<file path="config.mk">
export PLATFORM = sky130hd
export DESIGN_NAME = layer_output_mac_flat
export DESIGN_NICKNAME = d
export VERILOG_FILES = /design/src/rtl/layer_output_mac_pkg.sv /design/src/rtl/layer_output_mac_if.sv /design/src/rtl/layer_output_mac_lane.sv /design/src/rtl/layer_output_mac.sv /design/src/flat_wrapper.sv
export SDC_FILE = /design/constraint.sdc
export NUM_CORES = 1
export LEC_CHECK = 0
export CORE_MARGIN = 1.5
export CORE_UTILIZATION = 40
export CTS_BUF_LIST = sky130_fd_sc_hd__clkbuf_16
export CTS_CLUSTER_DIAMETER = 100
export DETAILED_ROUTE_END_ITERATION = 8
export PLACE_DENSITY = 0.65
export SYNTH_ARGS = -nofsm -noshare
export SYNTH_HDL_FRONTEND = slang
export SYNTH_SLANG_ARGS = --single-unit
</file>
<file path="constraint.sdc">
create_clock -name clk -period 21.3 [get_ports clk]
set_input_delay 4.26 -clock clk [delete_from_list [all_inputs] [get_ports clk]]
set_output_delay 4.26 -clock clk [all_outputs]
set_load 0.02 [all_outputs]
</file>
<file path="src/rtl/layer_output_mac_pkg.sv">
// Shared definitions for the output-layer MAC stage: sizes, FSM state, activation helpers.
// Latency: n/a (package).
// Backpressure: n/a (package).
package layer_output_mac_pkg;

  localparam int N_IN    = 2;                          // MAC steps per inference
  localparam int N_OUT   = 2;                          // parallel output neurons
  localparam int DW      = 8;                          // signed Q(DW-FRAC).FRAC data
  localparam int FRAC    = 4;                          // fractional bits
  localparam int ACC_W   = 2*DW + $clog2(N_IN+1);      // wide enough that only ACT saturates
  localparam int N_WORDS = N_OUT*(N_IN+1);             // weights then biases
  localparam int PTR_W   = $clog2(N_WORDS);
  localparam int STEP_W  = (N_IN > 1) ? $clog2(N_IN) : 1;

  typedef enum logic [1:0] {IDLE, MAC, BIAS, ACT} state_t;

  localparam logic signed [ACC_W-1:0] ACC_YMAX = ACC_W'((1 << (DW-1)) - 1);
  localparam logic signed [ACC_W-1:0] ACC_YMIN = ~ACC_YMAX;  // -(2^(DW-1))
  localparam logic [DW-1:0] Y_MAX = {1'b0, {(DW-1){1'b1}}};
  localparam logic [DW-1:0] Y_MIN = {1'b1, {(DW-1){1'b0}}};

  // Clamp a wide signed accumulator into a DW-bit signed word.
  function automatic logic [DW-1:0] sat_dw(input logic signed [ACC_W-1:0] acc);
    if (acc > ACC_YMAX)      return Y_MAX;
    else if (acc < ACC_YMIN) return Y_MIN;
    else                     return acc[DW-1:0];
  endfunction

  // Negative values become zero.
  function automatic logic [DW-1:0] relu(input logic [DW-1:0] x);
    return x[DW-1] ? '0 : x;
  endfunction

endpackage

</file>
<file path="src/rtl/layer_output_mac_if.sv">
// Handshake/data bundle between the hidden layer/host (master) and the output MAC (slave).
// Latency: n/a (wires only).
// Backpressure: busy tells the master that req is being ignored.
interface layer_output_mac_if;
  import layer_output_mac_pkg::*;

  logic                  fill;       // parameter-load mode
  logic                  fill_we;    // write strobe for fill_data
  logic [DW-1:0]         fill_data;  // weight/bias word
  logic                  req;        // hidden-layer done strobe, a_vec valid
  logic [N_IN*DW-1:0]    a_vec;      // a[i] at [i*DW +: DW]
  logic                  busy;       // inference in progress
  logic                  ack;        // one-cycle pulse, y_vec updated
  logic [N_OUT*DW-1:0]   y_vec;      // y[o] at [o*DW +: DW]

  modport master (output fill, fill_we, fill_data, req, a_vec,
                  input  busy, ack, y_vec);
  modport slave  (input  fill, fill_we, fill_data, req, a_vec,
                  output busy, ack, y_vec);
endinterface

</file>
<file path="src/rtl/layer_output_mac_lane.sv">
// One output neuron: accumulates w*a products, adds bias, saturates and activates.
// Latency: result registered on the BIAS cycle so it is visible alongside ack.
// Backpressure: none; strobes come from the parent FSM.
// Ports: clk/rst; clr_i/mac_i/bias_i strobes; w_i, a_i, b_i operands; y_o held result.
module layer_output_mac_lane
  import layer_output_mac_pkg::*;
#(
  parameter bit RELU = 1'b1
) (
  input  logic          clk,
  input  logic          rst,
  input  logic          clr_i,
  input  logic          mac_i,
  input  logic          bias_i,
  input  logic [DW-1:0] w_i,
  input  logic [DW-1:0] a_i,
  input  logic [DW-1:0] b_i,
  output logic [DW-1:0] y_o
);

  logic signed [ACC_W-1:0] acc_q, acc_d, prod_ext, b_ext, sum_b;
  logic signed [2*DW-1:0]  w_ext, a_ext, prod, prod_sh;
  logic [DW-1:0]           y_q, y_d, y_sat;

  always_comb begin
    // DW x DW signed product fits exactly in 2*DW bits.
    w_ext    = {{DW{w_i[DW-1]}}, w_i};
    a_ext    = {{DW{a_i[DW-1]}}, a_i};
    prod     = w_ext * a_ext;
    prod_sh  = prod >>> FRAC;
    prod_ext = {{(ACC_W-2*DW){prod_sh[2*DW-1]}}, prod_sh};
    b_ext    = {{(ACC_W-DW){b_i[DW-1]}}, b_i};
    sum_b    = acc_q + b_ext;
    y_sat    = sat_dw(sum_b);
    acc_d    = acc_q;
    y_d      = y_q;
    if (clr_i) begin
      acc_d = '0;
    end else if (mac_i) begin
      acc_d = acc_q + prod_ext;
    end else if (bias_i) begin
      acc_d = sum_b;
      // Activation computed from the biased sum so y lands with ack.
      y_d   = RELU ? relu(y_sat) : y_sat;
    end
  end

  always_ff @(posedge clk or negedge rst) begin
    if (!rst) begin
      acc_q <= '0;
      y_q   <= '0;
    end else begin
      acc_q <= acc_d;
      y_q   <= y_d;
    end
  end

  assign y_o = y_q;

endmodule

</file>
<file path="src/rtl/layer_output_mac.sv">
// Output layer: latches hidden activations on req, runs N_OUT parallel MAC lanes, ReLU/sat.
// Latency: req at cycle 0 -> ack at cycle N_IN+2; one inference per N_IN+3 cycles.
// Backpressure: busy high while computing; req ignored (not queued) while busy or fill.
// Ports: clk, rst (async active-low), bus (slave modport: fill/fill_we/fill_data, req/a_vec,
//        busy/ack/y_vec).
module layer_output_mac
  import layer_output_mac_pkg::*;
#(
  parameter bit RELU = 1'b1
) (
  input  logic               clk,
  input  logic               rst,
  layer_output_mac_if.slave  bus
);

  state_t              state_q;
  logic [STEP_W-1:0]   step_q;
  logic [DW-1:0]       a_q [N_IN];
  logic                busy_q, ack_q;
  logic [PTR_W-1:0]    ptr_q;
  logic                fill_q;
  logic [DW-1:0]       ram_q [N_WORDS];   // weights row-major, then biases; not reset

  logic                start, wr_en;
  logic [DW-1:0]       a_cur;
  logic [N_OUT*DW-1:0] y_vec;

  // Fill has priority over req in IDLE; writes only land while idle.
  assign start = (state_q == IDLE) && bus.req && !bus.fill;
  assign wr_en = (state_q == IDLE) && bus.fill && bus.fill_we;
  assign a_cur = a_q[step_q];

  always_ff @(posedge clk or negedge rst) begin
    if (!rst) begin
      state_q <= IDLE;
      step_q  <= '0;
      busy_q  <= 1'b0;
      ack_q   <= 1'b0;
      for (int i = 0; i < N_IN; i++) a_q[i] <= '0;
    end else begin
      ack_q <= 1'b0;
      case (state_q)
        IDLE: if (start) begin
          for (int i = 0; i < N_IN; i++) a_q[i] <= bus.a_vec[i*DW +: DW];
          step_q  <= '0;
          busy_q  <= 1'b1;
          state_q <= MAC;
        end
        MAC: begin
          step_q <= step_q + 1'b1;
          if (step_q == STEP_W'(N_IN-1)) state_q <= BIAS;
        end
        BIAS: begin
          ack_q   <= 1'b1;   // lanes register y on this edge too
          state_q <= ACT;
        end
        ACT: begin
          busy_q  <= 1'b0;
          state_q <= IDLE;
        end
        default: state_q <= IDLE;
      endcase
    end
  end

  always_ff @(posedge clk or negedge rst) begin
    if (!rst) begin
      ptr_q  <= '0;
      fill_q <= 1'b0;
    end else begin
      fill_q <= bus.fill;
      if (fill_q && !bus.fill)
        ptr_q <= '0;
      else if (wr_en)
        ptr_q <= (ptr_q == PTR_W'(N_WORDS-1)) ? '0 : ptr_q + 1'b1;
    end
  end

  always_ff @(posedge clk) begin
    if (wr_en) ram_q[ptr_q] <= bus.fill_data;
  end

  for (genvar o = 0; o < N_OUT; o++) begin : g_lane
    logic [PTR_W-1:0] w_idx;
    assign w_idx = PTR_W'(o*N_IN) + PTR_W'(step_q);

    layer_output_mac_lane #(.RELU(RELU)) u_lane (
      .clk    (clk),
      .rst    (rst),
      .clr_i  (start),
      .mac_i  (state_q == MAC),
      .bias_i (state_q == BIAS),
      .w_i    (ram_q[w_idx]),
      .a_i    (a_cur),
      .b_i    (ram_q[PTR_W'(N_OUT*N_IN + o)]),
      .y_o    (y_vec[o*DW +: DW])
    );
  end

  assign bus.busy  = busy_q;
  assign bus.ack   = ack_q;
  assign bus.y_vec = y_vec;

endmodule

</file>
<file path="src/flat_wrapper.sv">
// flat-port wrapper written by rule: the top's interface ports become plain ports
module layer_output_mac_flat import layer_output_mac_pkg::*;
#(
  parameter bit RELU = 1'b1
)
  (clk, rst, bus_fill, bus_fill_we, bus_fill_data, bus_req, bus_a_vec, bus_busy, bus_ack, bus_y_vec);
  layer_output_mac_if bus_i ();
  input  logic clk;
  input  logic rst;
  input wire logic [$bits(bus_i.fill)-1:0] bus_fill;
  input wire logic [$bits(bus_i.fill_we)-1:0] bus_fill_we;
  input wire logic [$bits(bus_i.fill_data)-1:0] bus_fill_data;
  input wire logic [$bits(bus_i.req)-1:0] bus_req;
  input wire logic [$bits(bus_i.a_vec)-1:0] bus_a_vec;
  output wire logic [$bits(bus_i.busy)-1:0] bus_busy;
  output wire logic [$bits(bus_i.ack)-1:0] bus_ack;
  output wire logic [$bits(bus_i.y_vec)-1:0] bus_y_vec;
  assign bus_i.fill = bus_fill;
  assign bus_i.fill_we = bus_fill_we;
  assign bus_i.fill_data = bus_fill_data;
  assign bus_i.req = bus_req;
  assign bus_i.a_vec = bus_a_vec;
  assign bus_busy = bus_i.busy;
  assign bus_ack = bus_i.ack;
  assign bus_y_vec = bus_i.y_vec;
  layer_output_mac #(.RELU(RELU)) u_core (.clk(clk), .rst(rst), .bus(bus_i));
endmodule
</file>
==> results.cfg, run 1 <==
[sta]
final-max-slew-violation-count = 0
worst_slew_margin_rel = 0.259
setup_viol_count_final = 0
worstMarginPinSlew_ns = 1.10
post-route-period-util = 0.383
maxClockFrequency_mhz = 123
finalHoldViolations = 0
skew_ns = 0.00581
fin_tns_setup_ns = 0
grt_setup_unrepaired = no
period_minus_slack_ns = 8.15

[logic_synthesis]
syn-cell-area_mm2 = 0.0130
synthesis.instances = 1408
synth.distinct_cells = 68
syn-mean-instance-area_um2 = 9.21
number_of_synthesized_flops_with_an_enable_pin = 48
ys_dominant_reg_cell = dfrtp_1
synth_seq_area_share = 0.256
ys_seq_elements = 123
async_reset_ff_frac = 0.610
synth.yosys.warnings = 0

[worst_hold_path]
min_delay_path_depth = 2
worstHoldStart = u_core.a_q[13]
worstHoldPathType = flop to flop
timing.hold.worst_endpoint = u_core.a_q[13]

[floorplan]
num_rows = 65
die_h_um = 183
die_x_um = 183
floorplan.initialDensity = 0.409
ioPinCount = 47
design.die.area_mm2 = 0.0335
core-area_mm2 = 0.0317

[route]
vias = 9953
drt-initial-drc-count = 602
wire_length_after_detailed_routing_um = 30200
ratio_of_routed_vias_to_standard_cells = 5.35
first_pass_iters = 5
drt.antenna.violating_nets = 0
routedWlPerCell_um = 16.2
drcViolationCount = 0

[setup_path]
path_class = flop to flop
timing.rr.end = u_core.g_lane[1].u_lane.acc_q[17]
timing.critical_path.mode_cell = inv_1
capturing_element_type_of_the_critical_path = flop
worst-path-max-fanout = 17
reg2regPathDepth = 26
regToRegStartpoint = u_core.step_q
crit_required_ns = 21.64
timing.critical_path.from_type = flop
cpMaxStageDelayCell = mux2i_1
crit_arrival_ns = 8.49
ff2ff_setup_slack_ns = 13.15
crit_path_max_incr_delay_ns = 0.74

[placed_design]
io_buffer_count = 44
finalWeightedCongestion = 0.873
dp.final_hpwl_um = 23500

[clock_tree]
tritoncts = built
cts-hold-fix-buffers = 0
clk_latency_ns = 0.43
ctsResizeCount = 0
total_setup_buffers_inserted_after_cts = 0
cts_root_cell = clkbuf_16
cts.reportedPaths.clkPinSlew_ns = 0.06
tritoncts.num_buffers = 17
clock_sink_count = 123
htree_num_levels = 4
clk_path_buf_depth = 2

[final_layout]
final_cell_mix = inv_1 (203), nor2_1 (139), ha_1 (126), fa_1 (112), nand2_1 (110)
fin_nets = 1715
share_of_cells_above_drive_strength_1 = 0.0617
num-fill-cells = 3045
areaGrowthSynthToFinish_pct = 11.7
antenna_diode_count = 0
mostFrequentLayoutCell = inv_1

[flow_run]
cap_viol_max_count = 0

[grt]
antenna_found_initial = 0
grt_start_max_net_pins = 68
grt_pass1_wl_um = 51200
first_global_vias = 10000
globalRoute.totalOverflow = 0
grtUsageTotal = 0.191

[run_status]
outcome = finished clean
-- critical path, delay by kind of cell (launching register included) --
kind / cells / cell delay [ns]
fa+ha+maj: 6 / 3.02
compound gates: 7 / 1.40
xor+xnor: 2 / 0.81
buf+inv: 6 / 0.78
mux: 1 / 0.74
flops: 1 / 0.71
simple gates: 4 / 0.59
-- cells in the mapped netlist, drive strengths merged, types with 7 or more instances --
library cell | number | area share
o211ai | 11 | 0.0064
buf | 12 | 0.0041
nor3 | 15 | 0.0058
and2 | 14 | 0.0068
xnor2 | 68 | 0.046
o21ai | 43 | 0.017
a21oi | 86 | 0.033
a31oi | 10 | 0.0048
and3 | 9 | 0.0043
mux2i | 29 | 0.022
inv | 203 | 0.059
nor2 | 139 | 0.040
or2 | 26 | 0.013
nand2 | 110 | 0.032
ha | 128 | 0.12
nand3 | 19 | 0.0073
edfxtp | 48 | 0.11
a211oi | 34 | 0.020
o221ai | 14 | 0.0095
nor2b | 12 | 0.0058
clkbuf | 28 | 0.0081
o21bai | 12 | 0.0069
a211o | 7 | 0.0047
or3 | 7 | 0.0034
fa | 112 | 0.17
nand2b | 14 | 0.0068
xor2 | 23 | 0.016
a21o | 32 | 0.019
dfrtp | 75 | 0.14
-- per-stage QoR --
| stage | hold slack (ns) | utilization | setup slack (ns) | cell area (um^2) | cells |
|---|---|---|---|---|---|
| 6_report | 0.474 | 0.457 | 13.15 | 14500 | 1861 |
| 3_5_place_dp | 0.458 | 0.437 | 13.22 | 13900 | 1829 |
| 5_1_grt | 0.484 | 0.457 | 12.59 | 14500 | 1861 |
| 2_1_floorplan | 0.423 | - | 13.89 | 13000 | 1409 |
| 4_1_cts | 0.478 | 0.457 | 13.16 | 14500 | 1861 |
| 3_3_place_gp | 0.445 | 0.437 | 13.28 | 13900 | 1829 |
-- how the worst max path moves through the flow --
stage,from,end,slack (ns),cells past startpoint
after floorplan,u_core.step_q,u_core.g_lane[1].u_lane.acc_q[17],13.89,32
after global placement,u_core.step_q,u_core.g_lane[1].u_lane.acc_q[17],13.28,26
after detailed placement,u_core.step_q,u_core.g_lane[1].u_lane.acc_q[17],13.22,26
after CTS,u_core.step_q,u_core.g_lane[1].u_lane.acc_q[17],13.16,26
after global routing,u_core.step_q,u_core.g_lane[1].u_lane.acc_q[17],12.59,26
final,u_core.step_q,u_core.g_lane[1].u_lane.acc_q[17],13.15,26
-- cell type report --
cell class	instances	area (um^2)	area share
clock inverter	13	139	0.00959
multi-input combinational	1042	8740	0.603
inverter	204	766	0.0529
tap	402	503	0.0347
sequential	123	3320	0.229
clock buffer	19	475	0.0328
timing repair buffer	58	543	0.0375
-- sequential cells by signal, indices dropped and copies added (netlist names), 2 cells and up --
signal	flops
u_core.g_lane.u_lane.y_o	14
u_core.g_lane.u_lane.acc_q	36
u_core.a_q	16
u_core.ram_q	48
u_core.ptr_q	3
u_core.state_q	2
-- routing by layer --
metal / vias to the layer above / GRT usage / part of all wire
met5: - / 0 / 0
met4: 0 / 0.0469 / 0.013
met3: 28 / 0.0222 / 0.034
met2: 181 / 0.299 / 0.45
met1: 4889 / 0.282 / 0.51
li1: 4855 / - / -
-- kinds of logic after synthesis --
| group | share of synthesized area |
|---|---|
| AO/OA/AOI/OAI | 0.155 |
| XOR/XNOR | 0.0614 |
| adder cells (fa/ha/maj) | 0.296 |
| multiplexers | 0.0258 |
| buffers and inverters | 0.0712 |
| AND/OR/NAND/NOR | 0.134 |
| flip-flops | 0.256 |
| other | 0.000289 |
Power of run 1 is not shown: default switching activity piles up to over one toggle a cycle in this logic, so the estimate is an artifact.
==> inputs of run 2 (changes only) <==
Clock period 21.3 ns to 8.41 ns, I/O delays scaled along.
==> run 2 against run 1 <==
Net effect:
- utilization shrank 0.063 points
- setup slack lost 13 ns
- clock skew grew 0.0075 ns
- critical endpoint unchanged
- first-iteration DRC count shrank 0.33%
- critical path type unchanged
- hold slack lost 0.0034 ns
- die area is the same
- via count is essentially flat
==> results.cfg, run 2 (synthesis results as in run 1) <==
[sta]
fin_tns_setup_ns = 0
skew_ns = 0.0133
worst_slew_margin_rel = 0.184
maxClockFrequency_mhz = 128
period_minus_slack_ns = 7.83
post-route-period-util = 0.931
setup_viol_count_final = 0
final-max-slew-violation-count = 0
finalHoldViolations = 0
worst_slack_ns = 0.582
grt_setup_unrepaired = no
worstMarginPinSlew_ns = 1.22

[grt]
antenna_found_initial = 0
globalRoute.totalOverflow = 0
grt_start_max_net_pins = 66
grtUsageTotal = 0.191
first_global_vias = 10300
grt_pass1_wl_um = 51600

[setup_path]
capturing_element_type_of_the_critical_path = flop
path_class = flop to flop
path_buf_inv = 4
crit_required_ns = 8.74
worst-path-max-fanout = 18
crit_arrival_ns = 8.16
reg2regPathDepth = 26
crit_path_max_incr_delay_ns = 0.76
timing.critical_path.from_type = flop
cpMaxStageDelayCell = xnor2_1
ff2ff_setup_slack_ns = 0.58
timing.critical_path.mode_cell = fa_1
timing.critical_path.max_delay_family = adder cells
timing.rr.end = u_core.g_lane[1].u_lane.acc_q[17]
regToRegStartpoint = u_core.step_q

[floorplan]
design.die.area_mm2 = 0.0335
die_x_um = 183
ioPinCount = 47
num_rows = 65
core-area_mm2 = 0.0317
die_h_um = 183
floorplan.initialDensity = 0.409

[final_layout]
layout_top_registers = u_core.ram_q: 48 flops, u_core.g_lane.u_lane.acc_q: 36 flops, u_core.a_q: 16 flops
end_of_flow_core_utilization = 0.456
mostFrequentLayoutCell = inv_1
final_cell_mix = inv_1 (205), nor2_1 (139), ha_1 (126), fa_1 (112), nand2_1 (110)
share_of_cells_above_drive_strength_1 = 0.0629
layout.area.seq_mm2 = 0.00332
largest_reg_flops = 48
fin_nets = 1719
num-fill-cells = 3016
antenna_diode_count = 0
multiInputGateArea_mm2 = 0.00874
largest-register = u_core.ram_q
stdcell_area_mm2 = 0.0145
areaGrowthSynthToFinish_pct = 11.5

[run_status]
outcome = finished clean

[placed_design]
finalWeightedCongestion = 0.866
io_buffer_count = 44
pre_cts_slack_ns = 0.761
place_area_mm2 = 0.0139
dp.final_hpwl_um = 23300

[route]
drt.antenna.violating_nets = 0
drcViolationCount = 0
wire_length_after_detailed_routing_um = 30000
drt-initial-drc-count = 600
routedWlPerCell_um = 16.1
vias = 9949
first_pass_iters = 5
ratio_of_routed_vias_to_standard_cells = 5.33

[clock_tree]
total_setup_buffers_inserted_after_cts = 0
clk_path_buf_depth = 2
tritoncts = built
htree_num_levels = 4
clk_latency_ns = 0.42
clock_sink_count = 123
tritoncts.num_buffers = 17
cts.reportedPaths.clkPinSlew_ns = 0.05
cts_root_cell = clkbuf_16

[worst_hold_path]
worstHoldPathType = flop to flop
min_delay_path_depth = 1
timing.hold.worst_endpoint = u_core.ptr_q[1]
worstHoldStart = u_core.fill_q

[flow_run]
cap_viol_max_count = 0
==> run 2: changes by cell type in the layout (fill, tap and decap cells not counted), moves of 2 or more <==
cell	change
inv_1	+2
clkbuf_16	-2
buf_4	+4
clkinv_2	+2
==> run 2: how the worst max path moves through the flow <==
stage | start | endpoint | slack, ns | cells past startpoint
after floorplan | u_core.step_q | u_core.g_lane[1].u_lane.acc_q[17] | 1.0 | 32
after global placement | u_core.step_q | u_core.g_lane[1].u_lane.acc_q[17] | 0.93 | 30
after detailed placement | u_core.step_q | u_core.g_lane[1].u_lane.acc_q[17] | 0.76 | 26
after CTS | u_core.step_q | u_core.g_lane[1].u_lane.acc_q[17] | 0.72 | 26
after global routing | u_core.step_q | u_core.g_lane[1].u_lane.acc_q[17] | 0.04 | 26
final | u_core.step_q | u_core.g_lane[1].u_lane.acc_q[17] | 0.58 | 26
==> run 2: layout make-up <==
cell class,instances,area share
clock buffer,17,0.0294
clock inverter,15,0.00934
inverter,204,0.0529
multi-input combinational,1042,0.605
sequential,123,0.229
tap,402,0.0348
timing repair buffer,62,0.0396
==> run 2: routing by layer <==
layer  up-vias  wire [um]  GRT usage
li1       4871          -          -
met1      4841      14600      0.273
met2       206      13700      0.310
met3        31       1240     0.0216
met4         0        432     0.0449
met5         -          0          0
==> run 2: worst reg2reg max path: stages (launching register included) <==
cell       delay, ns
dfrtp_1         0.32
buf_4           0.31
mux2i_1         0.70
or2_2           0.24
fa_1            0.44
fa_1            0.55
inv_1           0.06
fa_1            0.54
inv_1           0.06
fa_1            0.52
inv_1           0.04
ha_1            0.30
o21ai_0         0.09
nor2_1          0.18
o41ai_1         0.14
o2111ai_1       0.22
o211ai_1        0.13
xnor2_1         0.76
ha_1            0.44
a21oi_1         0.21
nand3b_1        0.10
o21ai_0         0.44
o21ai_0         0.27
a31oi_1         0.24
xor2_1          0.20
nand4_1         0.11
o211ai_1        0.14
==> run 2: repair_timing <==
| item | CTS | global route |
|---|---|---|
| setup endpoints to repair | 0 | 1 |
| resized for setup | 0 | 1 |
| hold buffers | 0 | 0 |
==> run 2: through the flow <==
stage	cells	hold slack [ns]
6_report	1865	0.470
4_1_cts	1865	0.456
5_1_grt	1865	0.480
3_3_place_gp	1833	0.433
2_1_floorplan	1409	0.423
3_5_place_dp	1833	0.448
Power of run 2 is left out for the same reason.
==> inputs of run 3 (changes only) <==
Settings changed: TNS_END_PERCENT set to 50.
==> results of run 3 <==
The final DEF is identical to that of run 2; final timing and power are the same.
Power of run 3 is left out for the same reason.
==> RTL edit 1: new RTL, config.mk and constraints of run 3 <==
`RELU` is set to 1'b1 in 3 places; all go to 1'b0.
--- a/src/rtl/layer_output_mac_lane.sv
+++ b/src/rtl/layer_output_mac_lane.sv
@@ -7,3 +7,3 @@
 #(
-  parameter bit RELU = 1'b1
+  parameter bit RELU = 1'b0
 ) (
--- a/src/rtl/layer_output_mac.sv
+++ b/src/rtl/layer_output_mac.sv
@@ -8,3 +8,3 @@
 #(
-  parameter bit RELU = 1'b1
+  parameter bit RELU = 1'b0
 ) (
--- a/src/flat_wrapper.sv
+++ b/src/flat_wrapper.sv
@@ -3,3 +3,3 @@
 #(
-  parameter bit RELU = 1'b1
+  parameter bit RELU = 1'b0
 )
Formal check against the unedited RTL: not equivalent (Yosys sat finds a counterexample within 10 cycles, from zero or initial values and one cycle with rst low).
==> RTL edit 1 against run 3 <==
  * Core utilization rose by 0.20 points
  * Critical path depth rose by 3
  * Final area rose by 3.6%
  * Die area rose by 2.9%
  * Sequential share of layout area fell by 0.45 points
  * Area after synthesis rose by 2.9%
  * Setup slack improved by 0.36 ns
  * Sequential cell count rose by 2
  * Routed wire length rose by 4.9%
Power is not shown: default switching activity piles up to over one toggle a cycle in this logic, so the estimate is an artifact.
==> RTL edit 1: results (changes against run 3) <==
Outcome
  – Status: completed

CTS
  – Clk slew on worst S/H paths: 0.07 ns (+0.02 ns)

Yosys
  – Register area share after synthesis: 25.22% (-0.35 points)
  – Synth top cells by count: inv_1, nor2_1, ha_1
  – Ranking of synthesized cells by area: fa_1, dfrtp_1, ha_1, edfxtp_1, inv_1
  – Synth Instances: 1448 (+2.8%)
  – Ys async rst share: 61.60% (+0.62 points)

Detailed routing
  – WL/cell: 16.15 µm (+0.44%)
  – DR WL met3: 978 µm (-21%)
  – Via count: 10320 (+3.7%)
  – Drt total wl: 31.44 mm (+4.9%)
  – DRT iter0 DRCs: 562 (-6.3%)

Global route
  – Met1 GRT Util: 24.54% (-2.8 points)
  – Global-route wire length before repair: 52.29 mm (+1.4%)
  – Total GRT Usage: 19.25% (+0.17 points)
  – Met2 global-route usage: 34.04% (+3.1 points)

Layout
  – Top flop regs: u_core.ram_q: 48 flops, u_core.g_lane.u_lane.acc_q: 36 flops
  – Share of cells above drive strength 1: 7.176% (+0.89 points)
  – Nets: 1761 (+2.4%)

STA
  – Worst-margin pin slew: 0.9117 ns (-0.3035 ns)
  – Worst Skew: 0.01294 ns (-0.0003583 ns)
  – Hold slack final: 0.4809 ns (+0.01080 ns)

Worst setup path
  – Maximum fanout along the worst path: 28 (+10)
  – Critical Path Max Stage Delay: 0.55 ns (-0.21 ns)
  – Worst path arrival time: 7.79 ns (-0.37 ns)
  – R2R Setup Slk: 0.94 ns (+0.36 ns)

Placed design
  – Final Wtd Congestion: 0.8605 (-0.67%)
  – Port bufs: 46 (+4.5%)
  – Placed Cells: 1915 (+4.5%)
  – DPL Wire Length: 24.34 mm (+4.5%)
[RTL edit 1: cell families (layout without fill, tap and decap cells)]
logic type      Yosys count  in the layout  synth area share [%]
mux                      38             38                 2.933
compound gates          292            292                 15.33
buf+inv                 231            288                 6.503
xor+xnor                 97             97                 6.362
fa+ha+maj               240            240                 28.79
simple gates            425            425                 14.86
flops                   125            125                 25.22
[RTL edit 1: final timing paths]
path                                                                  to                                       start  depth (start not counted)
min in group asynchronous  u_core.g_lane[0].u_lane.acc_q[14]$_DFFE_PN0P_                                         rst                          1
hold / removal                u_core.g_lane[0].u_lane.y_o[7]$_DFFE_PN0P_  u_core.g_lane[0].u_lane.y_o[7]$_DFFE_PN0P_                          1
hold reg to reg               u_core.g_lane[0].u_lane.y_o[7]$_DFFE_PN0P_  u_core.g_lane[0].u_lane.y_o[7]$_DFFE_PN0P_                          1
setup reg to reg           u_core.g_lane[1].u_lane.acc_q[16]$_DFFE_PN0P_                   u_core.step_q$_DFFE_PN0P_                         29
setup / recovery           u_core.g_lane[1].u_lane.acc_q[16]$_DFFE_PN0P_                   u_core.step_q$_DFFE_PN0P_                         29
max in group asynchronous  u_core.g_lane[1].u_lane.acc_q[12]$_DFFE_PN0P_                                         rst                          2
[RTL edit 1: layout make-up]
type	count	area (µm²)	share of cell area [%]
Tap cell	442	553.0	3.692
Inverter	191	716.9	4.786
Multi-Input combinational cell	1092	9129	60.94
Sequential cell	125	3368	22.49
Timing Repair Buffer	65	600.6	4.009
Clock inverter	13	136.4	0.9105
Clock buffer	19	475.5	3.174
[RTL edit 1: per-stage QoR]
step                      worst slack, ns  area (µm²)
final                              0.9391       14980
after global routing               0.1799       14980
after CTS                          0.9486       14980
after detailed placement           0.9495       14370
after global placement              1.126       14370
after floorplan                     1.280       13350
==> RTL edit 2: new RTL, flow settings as in run 3 <==
Made on the original files. Take the reset off `y_q` and load it in a clocked block of its own.
--- a/src/rtl/layer_output_mac_lane.sv
+++ b/src/rtl/layer_output_mac_lane.sv
@@ -50,7 +50,9 @@
       acc_q <= '0;
-      y_q   <= '0;
     end else begin
       acc_q <= acc_d;
-      y_q   <= y_d;
     end
+  end
+
+  always_ff @(posedge clk) begin
+    y_q <= y_d;
   end
Check against the original RTL: not equivalent (Yosys sat finds a counterexample within 10 cycles, from zero or initial values and one cycle with rst low; the reset may be asserted at any time).
==> RTL edit 2 against run 3 <==
  * Routed wire length is 8.6% higher
  * Area after synthesis is 4.2% higher
  * Worst hold slack worse by 0.027 ns
  * Synthesized cell count is 4.8% higher
  * Fmax is 1.8% higher
  * Sequential share of layout area is 0.44 points lower
  * Setup slack better by 0.14 ns
  * Sequential cell count stayed put
  * Global-route usage is 0.12 points higher
  * Final area is 4.1% higher
  * Critical endpoint is now u_core.g_lane[1].u_lane.acc_q[16]$_DFFE_PN0P_
  * Largest cell class unchanged
Power is left out: the tool's default activity adds up to more than one toggle a clock period on the data nets, which glitch-free logic cannot reach.
==> RTL edit 2: results (changes against run 3) <==
Detailed routing
  – DRT iter0 DRCs: 556 (-7.3%)
  – DRT antenna net count: 0 (unchanged)
  – Drt pass-1 iters: 6 (+1)
  – Drt total wl: 32.55 mm (+8.6%)
  – Via/cell ratio: 5.347 (+0.22%)
  – Via count: 10540 (+5.9%)

Yosys
  – Register area share after synthesis: 25.08% (-0.50 points)
  – Synth top cells by count: inv_1, nor2_1, ha_1
  – Ranking of synthesized cells by area: fa_1, edfxtp_1, ha_1, dfrtp_1, inv_1
  – EDFF count, synth: 62 (+29%)
  – Synth Instances: 1475 (+4.8%)
  – Predominant post-synthesis flop cell: edfxtp_1
  – Ys async rst share: 49.59% (-11 points)
  – Yosys cell types: 80 (+18%)
  – Yosys warns: 0 (unchanged)

Worst setup path
  – Worst path arrival time: 7.97 ns (-0.19 ns)
  – Setup CP Type: flop to flop
  – Maximum fanout along the worst path: 10 (-8)
  – RR Endpoint: u_core.g_lane[1].u_lane.acc_q[16]$_DFFE_PN0P_
  – Slowest cell on crit path: mux2i_1
  – Reg2reg path depth: 26 (unchanged)
  – R2R Setup Slk: 0.72 ns (+0.14 ns)
  – Delay-heaviest family, CP: adder cells
  – Worst r2r src: u_core.step_q$_DFFE_PN0P_
  – Critical Path Max Stage Delay: 0.87 ns (+0.11 ns)

Placed design
  – Port bufs: 44 (unchanged)
  – Final Wtd Congestion: 0.8606 (-0.66%)
  – Setup Slack @ Placement: 0.7428 ns (-0.01850 ns)
  – Placement Cell Area: 14450 µm² (+4.0%)
  – DPL Wire Length: 25.14 mm (+8.0%)
  – Placed Cells: 1939 (+5.8%)

CTS
  – H-tree depth: 4 (unchanged)
  – Setup repair bufs after CTS: 0 (unchanged)
  – Clock latency on the worst-skew pair: 0.43 ns
  – CTS max path bufs: 2 (unchanged)
  – Root buffer cell: clkbuf_16
  – Clock buffer count from CTS: 17 (unchanged)
  – Clk slew on worst S/H paths: 0.07 ns (+0.02 ns)
  – # resized after CTS: 0 (unchanged)

Hold path
  – Worst min-delay path category: flop to flop
  – Hold_sp: u_core.fill_q$_DFF_PN0_

Flow run
  – # Max-Cap Violations: 0 (unchanged)

Outcome
  – Status: completed

STA
  – Relative slew slack: 30.58% (+12 points)
  – Max Slew Vio Count: 0 (unchanged)
  – Hold slack final: 0.4428 ns (-0.02735 ns)
  – Maximum clock rate: 130.1 MHz (+1.8%)
  – Worst Skew: 0.01346 ns (+0.0001567 ns)

Global route
  – Initial antenna violation count: 0 (unchanged)
  – Pin count of the biggest net entering global routing: 65 (-1.5%)
  – Global-route wire length before repair: 54.18 mm (+5.0%)
  – Total GRT Usage: 19.21% (+0.12 points)

Layout
  – Ant diodes: 0 (unchanged)
  – Nets: 1779 (+3.5%)
  – Top flop regs: u_core.ram_q: 48 flops, u_core.g_lane.u_lane.acc_q: 36 flops, u_core.a_q: 16 flops
  – Share of cells above drive strength 1: 6.566% (+0.28 points)

Die
  – Die W: 186.8 µm (+2.0%)
-- RTL edit 2: changes by cell type after synthesis, moves of 9 or more --
cell and change:
edfxtp_1 +14, nor2_1 +15, o21a_1 +9, inv_1 -11, xnor2_1 -14, a211oi_1 +19
nor3_1 +19, dfrtp_1 -14, o221ai_1 -13
-- RTL edit 2: cells by family (layout without fill, tap and decap cells) --
group | count (synthesis) | in the layout | share of synthesized area (%)
DFF | 123 | 123 | 25.08
and+or+nand+nor | 441 | 441 | 15.42
xor gates and xnor gates | 81 | 81 | 5.519
AOI/OAI and AO/OA | 311 | 311 | 15.77
buffers and inverters | 239 | 286 | 6.806
other | 1 | 2 | 0.02775
adders and majority gates | 240 | 240 | 28.45
muxes | 39 | 39 | 2.935
-- RTL edit 2: cell type report --
type	count	area, µm²
clock inverters	15	183.9
flip-flops and latches	123	3388
fillers	3248	18310
repair buffers	61	563.0
inverters	193	724.4
clock buffers	17	425.4
multi-input cells	1114	9214
well taps	448	560.5
-- RTL edit 2: routing by layer --
metal | global-route usage, % | vias up | routed length [µm]
met5 | 0 | - | 0
met1 | 24.08 | 5155 | 14460
met4 | 6.079 | 0 | 619
met2 | 34.34 | 191 | 16520
li1 | - | 5144 | -
met3 | 2.389 | 48 | 954
-- RTL edit 2: how the worst min path moves through the flow --
stage	to	depth (start not counted)
after floorplan	u_core.ptr_q[1]$_DFFE_PN0P_	1
after global placement	u_core.ptr_q[1]$_DFFE_PN0P_	1
after detailed placement	u_core.ptr_q[1]$_DFFE_PN0P_	1
after CTS	u_core.ptr_q[1]$_DFFE_PN0P_	1
after global routing	u_core.ptr_q[1]$_DFFE_PN0P_	1
final	u_core.ptr_q[1]$_DFFE_PN0P_	1
